### src/rtl/fft_pkg.sv
// Shared definitions for the 8-point FFT datapath: sizes, sample type, loader states
// and the 3-bit index reversal used to feed decimation-in-time cores.
package fft_pkg;

  localparam int FFT_N    = 32;
  localparam int FFT_LEN  = 8;
  localparam int FFT_LOG2 = 3;

  typedef logic signed [FFT_N-1:0] sample_t;

  typedef enum logic [0:0] {
    FILL = 1'b0,
    HOLD = 1'b1
  } state_e;

  function automatic logic [FFT_LOG2-1:0] bitrev3(input logic [FFT_LOG2-1:0] k);
    return {k[0], k[1], k[2]};
  endfunction

endpackage

### src/rtl/fft_frame_loader_if.sv
// Sample-stream and frame handshake bundle between the serial source, the frame
// loader and the combinational FFT consumer.
interface fft_frame_loader_if #(
  parameter int N = 32
);

  logic                s_valid;
  logic                s_ready;
  logic                s_first;
  logic signed [N-1:0] s_data;

  logic signed [N-1:0] f_0;
  logic signed [N-1:0] f_1;
  logic signed [N-1:0] f_2;
  logic signed [N-1:0] f_3;
  logic signed [N-1:0] f_4;
  logic signed [N-1:0] f_5;
  logic signed [N-1:0] f_6;
  logic signed [N-1:0] f_7;
  logic                frame_valid;
  logic                frame_ready;

  modport slave (
    input  s_valid, s_first, s_data, frame_ready,
    output s_ready, frame_valid, f_0, f_1, f_2, f_3, f_4, f_5, f_6, f_7
  );

  modport master (
    output s_valid, s_first, s_data, frame_ready,
    input  s_ready, frame_valid, f_0, f_1, f_2, f_3, f_4, f_5, f_6, f_7
  );

endinterface

### src/rtl/fft_frame_loader.sv
// Double-buffered serial-to-parallel loader building 8-sample frames for the FFT.
// Define FFT_FRAME_BITREV_EN to load the output bank in bit-reversed sample order.
module fft_frame_loader
  import fft_pkg::*;
#(
  parameter int N     = FFT_N,
  parameter int CNT_W = 16
) (
  input  logic             clk,
  input  logic             rst,
  fft_frame_loader_if.slave bus,
  output logic [CNT_W-1:0] frame_cnt,
  output logic [CNT_W-1:0] drop_cnt
);

  localparam logic [0:0] ST_FILL = FILL;
  localparam logic [0:0] ST_HOLD = HOLD;

  logic [0:0]          state;
  logic [2:0]          idx;
  logic                frame_valid;
  logic signed [N-1:0] fill      [FFT_LEN];
  logic signed [N-1:0] fill_next [FFT_LEN];
  logic signed [N-1:0] bank      [FFT_LEN];

  logic accept;
  logic resync;
  logic complete;
  logic out_free;
  logic handoff;
  logic transfer;

  assign bus.s_ready = !rst && (state == ST_FILL);
  assign accept      = bus.s_valid && bus.s_ready;
  assign resync      = accept && bus.s_first && (idx != 3'd0);
  assign complete    = accept && !resync && (idx == 3'(FFT_LEN - 1));
  assign out_free    = !frame_valid || bus.frame_ready;
  assign handoff     = frame_valid && bus.frame_ready;
  assign transfer    = ((state == ST_FILL) && complete && out_free) ||
                       ((state == ST_HOLD) && bus.frame_ready);

  // The bank loads from fill_next so the 8th sample reaches the output on its own accept edge.
  for (genvar k = 0; k < FFT_LEN; k++) begin : g_slot
    localparam logic [2:0] SLOT = 3'(k);
`ifdef FFT_FRAME_BITREV_EN
    localparam int SRC = int'(bitrev3(SLOT));
`else
    localparam int SRC = k;
`endif

    assign fill_next[k] = (accept && (resync ? (SLOT == 3'd0) : (idx == SLOT)))
                          ? bus.s_data : fill[k];

    always_ff @(posedge clk) begin
      if (rst) begin
        fill[k] <= '0;
      end else begin
        fill[k] <= fill_next[k];
      end
    end

    always_ff @(posedge clk) begin
      if (rst) begin
        bank[k] <= '0;
      end else if (transfer) begin
        bank[k] <= fill_next[SRC];
      end
    end
  end

  always_ff @(posedge clk) begin
    if (rst) begin
      state       <= ST_FILL;
      idx         <= 3'd0;
      frame_valid <= 1'b0;
      frame_cnt   <= '0;
      drop_cnt    <= '0;
    end else begin
      if (resync) begin
        idx <= 3'd1;
      end else if (accept) begin
        idx <= idx + 3'd1;
      end

      if ((state == ST_FILL) && complete && !out_free) begin
        state <= ST_HOLD;
      end else if ((state == ST_HOLD) && bus.frame_ready) begin
        state <= ST_FILL;
      end

      if (transfer) begin
        frame_valid <= 1'b1;
      end else if (handoff) begin
        frame_valid <= 1'b0;
      end

      if (handoff) begin
        frame_cnt <= frame_cnt + 1'b1;
      end
      if (resync) begin
        drop_cnt <= drop_cnt + 1'b1;
      end
    end
  end

  assign bus.frame_valid = frame_valid;
  assign bus.f_0 = bank[0];
  assign bus.f_1 = bank[1];
  assign bus.f_2 = bank[2];
  assign bus.f_3 = bank[3];
  assign bus.f_4 = bank[4];
  assign bus.f_5 = bank[5];
  assign bus.f_6 = bank[6];
  assign bus.f_7 = bank[7];

endmodule
### src/flat_wrapper.sv
// flat-port wrapper written by rule: the top's interface ports become plain ports
module fft_frame_loader_flat import fft_pkg::*;
#(
  parameter int N     = FFT_N,
  parameter int CNT_W = 16
)
  (clk, rst, frame_cnt, drop_cnt, bus_s_valid, bus_s_first, bus_s_data, bus_frame_ready, bus_s_ready, bus_frame_valid, bus_f_0, bus_f_1, bus_f_2, bus_f_3, bus_f_4, bus_f_5, bus_f_6, bus_f_7);
  fft_frame_loader_if #(.N(N)) bus_i ();
  input  logic clk;
  input  logic rst;
  output logic [CNT_W-1:0] frame_cnt;
  output logic [CNT_W-1:0] drop_cnt;
  input wire logic [$bits(bus_i.s_valid)-1:0] bus_s_valid;
  input wire logic [$bits(bus_i.s_first)-1:0] bus_s_first;
  input wire logic [$bits(bus_i.s_data)-1:0] bus_s_data;
  input wire logic [$bits(bus_i.frame_ready)-1:0] bus_frame_ready;
  output wire logic [$bits(bus_i.s_ready)-1:0] bus_s_ready;
  output wire logic [$bits(bus_i.frame_valid)-1:0] bus_frame_valid;
  output wire logic [$bits(bus_i.f_0)-1:0] bus_f_0;
  output wire logic [$bits(bus_i.f_1)-1:0] bus_f_1;
  output wire logic [$bits(bus_i.f_2)-1:0] bus_f_2;
  output wire logic [$bits(bus_i.f_3)-1:0] bus_f_3;
  output wire logic [$bits(bus_i.f_4)-1:0] bus_f_4;
  output wire logic [$bits(bus_i.f_5)-1:0] bus_f_5;
  output wire logic [$bits(bus_i.f_6)-1:0] bus_f_6;
  output wire logic [$bits(bus_i.f_7)-1:0] bus_f_7;
  assign bus_i.s_valid = bus_s_valid;
  assign bus_i.s_first = bus_s_first;
  assign bus_i.s_data = bus_s_data;
  assign bus_i.frame_ready = bus_frame_ready;
  assign bus_s_ready = bus_i.s_ready;
  assign bus_frame_valid = bus_i.frame_valid;
  assign bus_f_0 = bus_i.f_0;
  assign bus_f_1 = bus_i.f_1;
  assign bus_f_2 = bus_i.f_2;
  assign bus_f_3 = bus_i.f_3;
  assign bus_f_4 = bus_i.f_4;
  assign bus_f_5 = bus_i.f_5;
  assign bus_f_6 = bus_i.f_6;
  assign bus_f_7 = bus_i.f_7;
  fft_frame_loader #(.N(N), .CNT_W(CNT_W)) u_core (.clk(clk), .rst(rst), .bus(bus_i), .frame_cnt(frame_cnt), .drop_cnt(drop_cnt));
endmodule
### config.mk
export PLATFORM = sky130hd
export DESIGN_NAME = fft_frame_loader_flat
export DESIGN_NICKNAME = d
export VERILOG_FILES = /design/src/rtl/fft_pkg.sv /design/src/rtl/fft_frame_loader_if.sv /design/src/rtl/fft_frame_loader.sv /design/src/flat_wrapper.sv
export SDC_FILE = /design/constraint.sdc
export NUM_CORES = 1
export LEC_CHECK = 0
export CAP_MARGIN = 20
export CORE_ASPECT_RATIO = 1.75
export CORE_MARGIN = 3
export CORE_UTILIZATION = 50
export CTS_CLUSTER_SIZE = 25
export DETAILED_ROUTE_END_ITERATION = 8
export GPL_TIMING_DRIVEN = 0
export HOLD_SLACK_MARGIN = 0.15
export PLACE_DENSITY = 0.76
export RECOVER_POWER = 25
export SKIP_CTS_REPAIR_TIMING = 1
export SLEW_MARGIN = 25
export SYNTH_ARGS = -nofsm -noshare
export SYNTH_HDL_FRONTEND = slang
export SYNTH_SLANG_ARGS = --single-unit
### constraint.sdc
create_clock -name clk -period 23.7 [get_ports clk]
set_clock_uncertainty 0.1 [all_clocks]
set_input_delay 4.74 -clock clk [delete_from_list [all_inputs] [get_ports clk]]
set_output_delay 4.74 -clock clk [all_outputs]
set_load 0.03 [all_outputs]
==> metrics.cfg <==
[synth]
yosysTopAreaCellShare_pct=39.07
synthCells=1619
synth.area.top_cells=edfxtp_1, dfxtp_1, mux2i_1
synth_edf_count=256
netlist_area_sq_mm=0.01967
synthArstFlopShare_pct=0
syn_nets=1664
yosysSeqAreaShare_pct=68.89
synth_cell_types=40
ys.flop_type=dfxtp_1
ys_warn_count=0
yosysTopAreaCell=edfxtp_1
avgSynthCellArea_sq_um=12.15
synth_seq_cells=549

[hold_path]
hold_class=reg2reg

[clocking]
cts.sinks=549
clock_latency_ns=0.55
clk_pin_slew_ns=0.06
cts_buffer_depth=3
cts_tree=done
root_buffer=clkbuf_16
cts_made_buffers=46
h-tree-depth=2

[worst_setup_path]
required_ns=18.86
start_kind=input pin
crit_type=in2out
cp_max_fo=5
worstPathArrival_ns=5.89
crit_path_end_kind=output port

[routing]
drt_iter0_markers=802
drc_errors=0
antenna_left=0
dr.pass1.iters=6
wl_per_cell_um=20.65
via_count=13180
drt-vias-per-instance=5.300
wl_mm=51.36

[outcome]
status=completed

[layout]
finalNonFillerCells=2487
drive_above_1_share_pct=5.047
fin_area_sq_mm=0.02479
utilization_pct=64.17
final_common_cell=nor2_1
final_cell_mix=nor2_1, dfxtp_1, mux2i_1, edfxtp_1, dlygate4sd3_1
area_delta_synth_final_pct=26.01
fillers=2889
layout.nets=2009

[die]
dieArea_sq_mm=0.04186
row_count=95
io-pin-count=327
core_area_sq_mm=0.03863
die_w_um=156.0
die_h_um=268.4
initial_core_util_pct=50.93

[placement]
port_buffers=292
dp_hpwl_mm=36.40
dpl_cell_area_sq_mm=0.02333
place_inst=2401
place.gp.congestion=0.8455

[timing]
layout_min_cycle_time_ns=10.73
setup_viol_count_final=0
relSlewSlack_pct=22.81
finalCritPeriodShare_pct=45.27
totalNegativeSetupSlack_ns=0
hold_violations=0
worst_pin_slew_ns=1.146
fmax_ghz=0.09321
slew_viol_final=0
rsz0062_at_grt=false

[global_route]
grt_usage_pct=24.16
grt_max_degree=54
grt_first_pass_wirelength_mm=76.98
grt_antenna_before_repair=1
grt_pass1_vias=13160
grt_overflow=0

[pwr]
power.density_mw_per_mm2=76.28
p_leak_uw=0.01064
ir_drop_mv=0.07245

[run]
drv_cap=0

-- cell type report --
| class | count | area (sq um) | share of cell area (%) |
|---|---|---|---|
| clock inverter | 21 | 156.4 | 0.6309 |
| timing repair buffer | 297 | 3038 | 12.25 |
| clock buffer | 64 | 1340 | 5.405 |
| tap | 485 | 606.8 | 2.448 |
| antenna | 1 | 2.502 | 0.01009 |
| multi-input combinational | 935 | 5563 | 22.44 |
| sequential | 549 | 13550 | 54.67 |
| inverter | 8 | 30.03 | 0.1211 |
| buffer | 127 | 501.7 | 2.024 |
-- sequential cells by signal, summed over array words and instances, names as in the netlist --
| register | count |
|---|---|
| u_core.idx | 3 |
| u_core.fill | 256 |
| u_core.state | 1 |
| u_core.bus.frame_valid | 1 |
| u_core.bank | 256 |
| u_core.frame_cnt | 16 |
| u_core.drop_cnt | 16 |
-- cells in the mapped netlist (2+ instances only) --
library cell / instances
nor3_1: 40
buf_1: 6
o211ai_1: 2
nor4_1: 3
and4_1: 3
o31ai_1: 3
xnor2_1: 8
or3_1: 8
ha_1: 8
dfxtp_1: 293
nand2_1: 13
and3_1: 2
o21ai_0: 9
mux2i_1: 257
o21a_1: 3
nand4_1: 12
nor2b_1: 3
xor2_1: 8
buf_2: 31
nand2b_1: 5
nor2_1: 506
nand3_1: 12
edfxtp_1: 256
clkbuf_1: 88
inv_1: 8
a21oi_1: 15
or4_1: 4
-- where the power goes --
group	switching, uW	internal, uW	total, uW
Clock	334	418	752
Combinational	85.0	36.3	121
Sequential	8.29	1010	1020
Total	427	1460	1890
-- worst paths after layout --
check	cells after the start	startpoint	endpoint	slack (ns)
max	3	rst	bus_s_ready	12.97
min	2	u_core.frame_cnt[15]	u_core.frame_cnt[15]	0.39
max reg2reg	11	u_core.idx[0]	u_core.bank[1][8]	19.73
min reg2reg	2	u_core.frame_cnt[15]	u_core.frame_cnt[15]	0.39
-- routing by layer --
| layer | wire, um | part of all wire (%) | vias up | global-route usage, % |
|---|---|---|---|---|
| met3 | 2836 | 5.5 | 107 | 3.645 |
| li1 | - | - | 6192 | - |
| met2 | 27220 | 53 | 475 | 44.17 |
| met1 | 18830 | 37 | 6406 | 27.70 |
| met5 | 0 | 0 | - | 0 |
| met4 | 2470 | 4.8 | 0 | 11.01 |
-- worst max-delay path, cell delays in order --
cell,delay [ns]
clkbuf_1,0.12
nor2_1,0.29
clkdlybuf4s50_1,0.74
-- logic make-up (layout without fill, tap and decap cells) --
group,count (synthesis),count (layout),share of synthesized area (%)
and+or+nand+nor,616,616,12.83
DFF,549,549,68.89
muxes,257,257,13.08
buffers and inverters,135,517,2.830
AOI/OAI and AO/OA,38,38,1.157
xor gates and xnor gates,16,16,0.7123
adders and majority gates,8,8,0.5088
other,0,1,0
-- stage by stage --
step                      total power (uW)  hold slack (ns)  setup slack, ns
after global routing                  1945           0.4232            12.94
after CTS                             1908           0.3944            12.99
after detailed placement              1166           0.3793            12.99
final                                 1891           0.3886            12.97
after global placement                1171           0.3703            8.408
after floorplan                       1115           0.3597            11.58
Power figures use the tool's default switching activity.
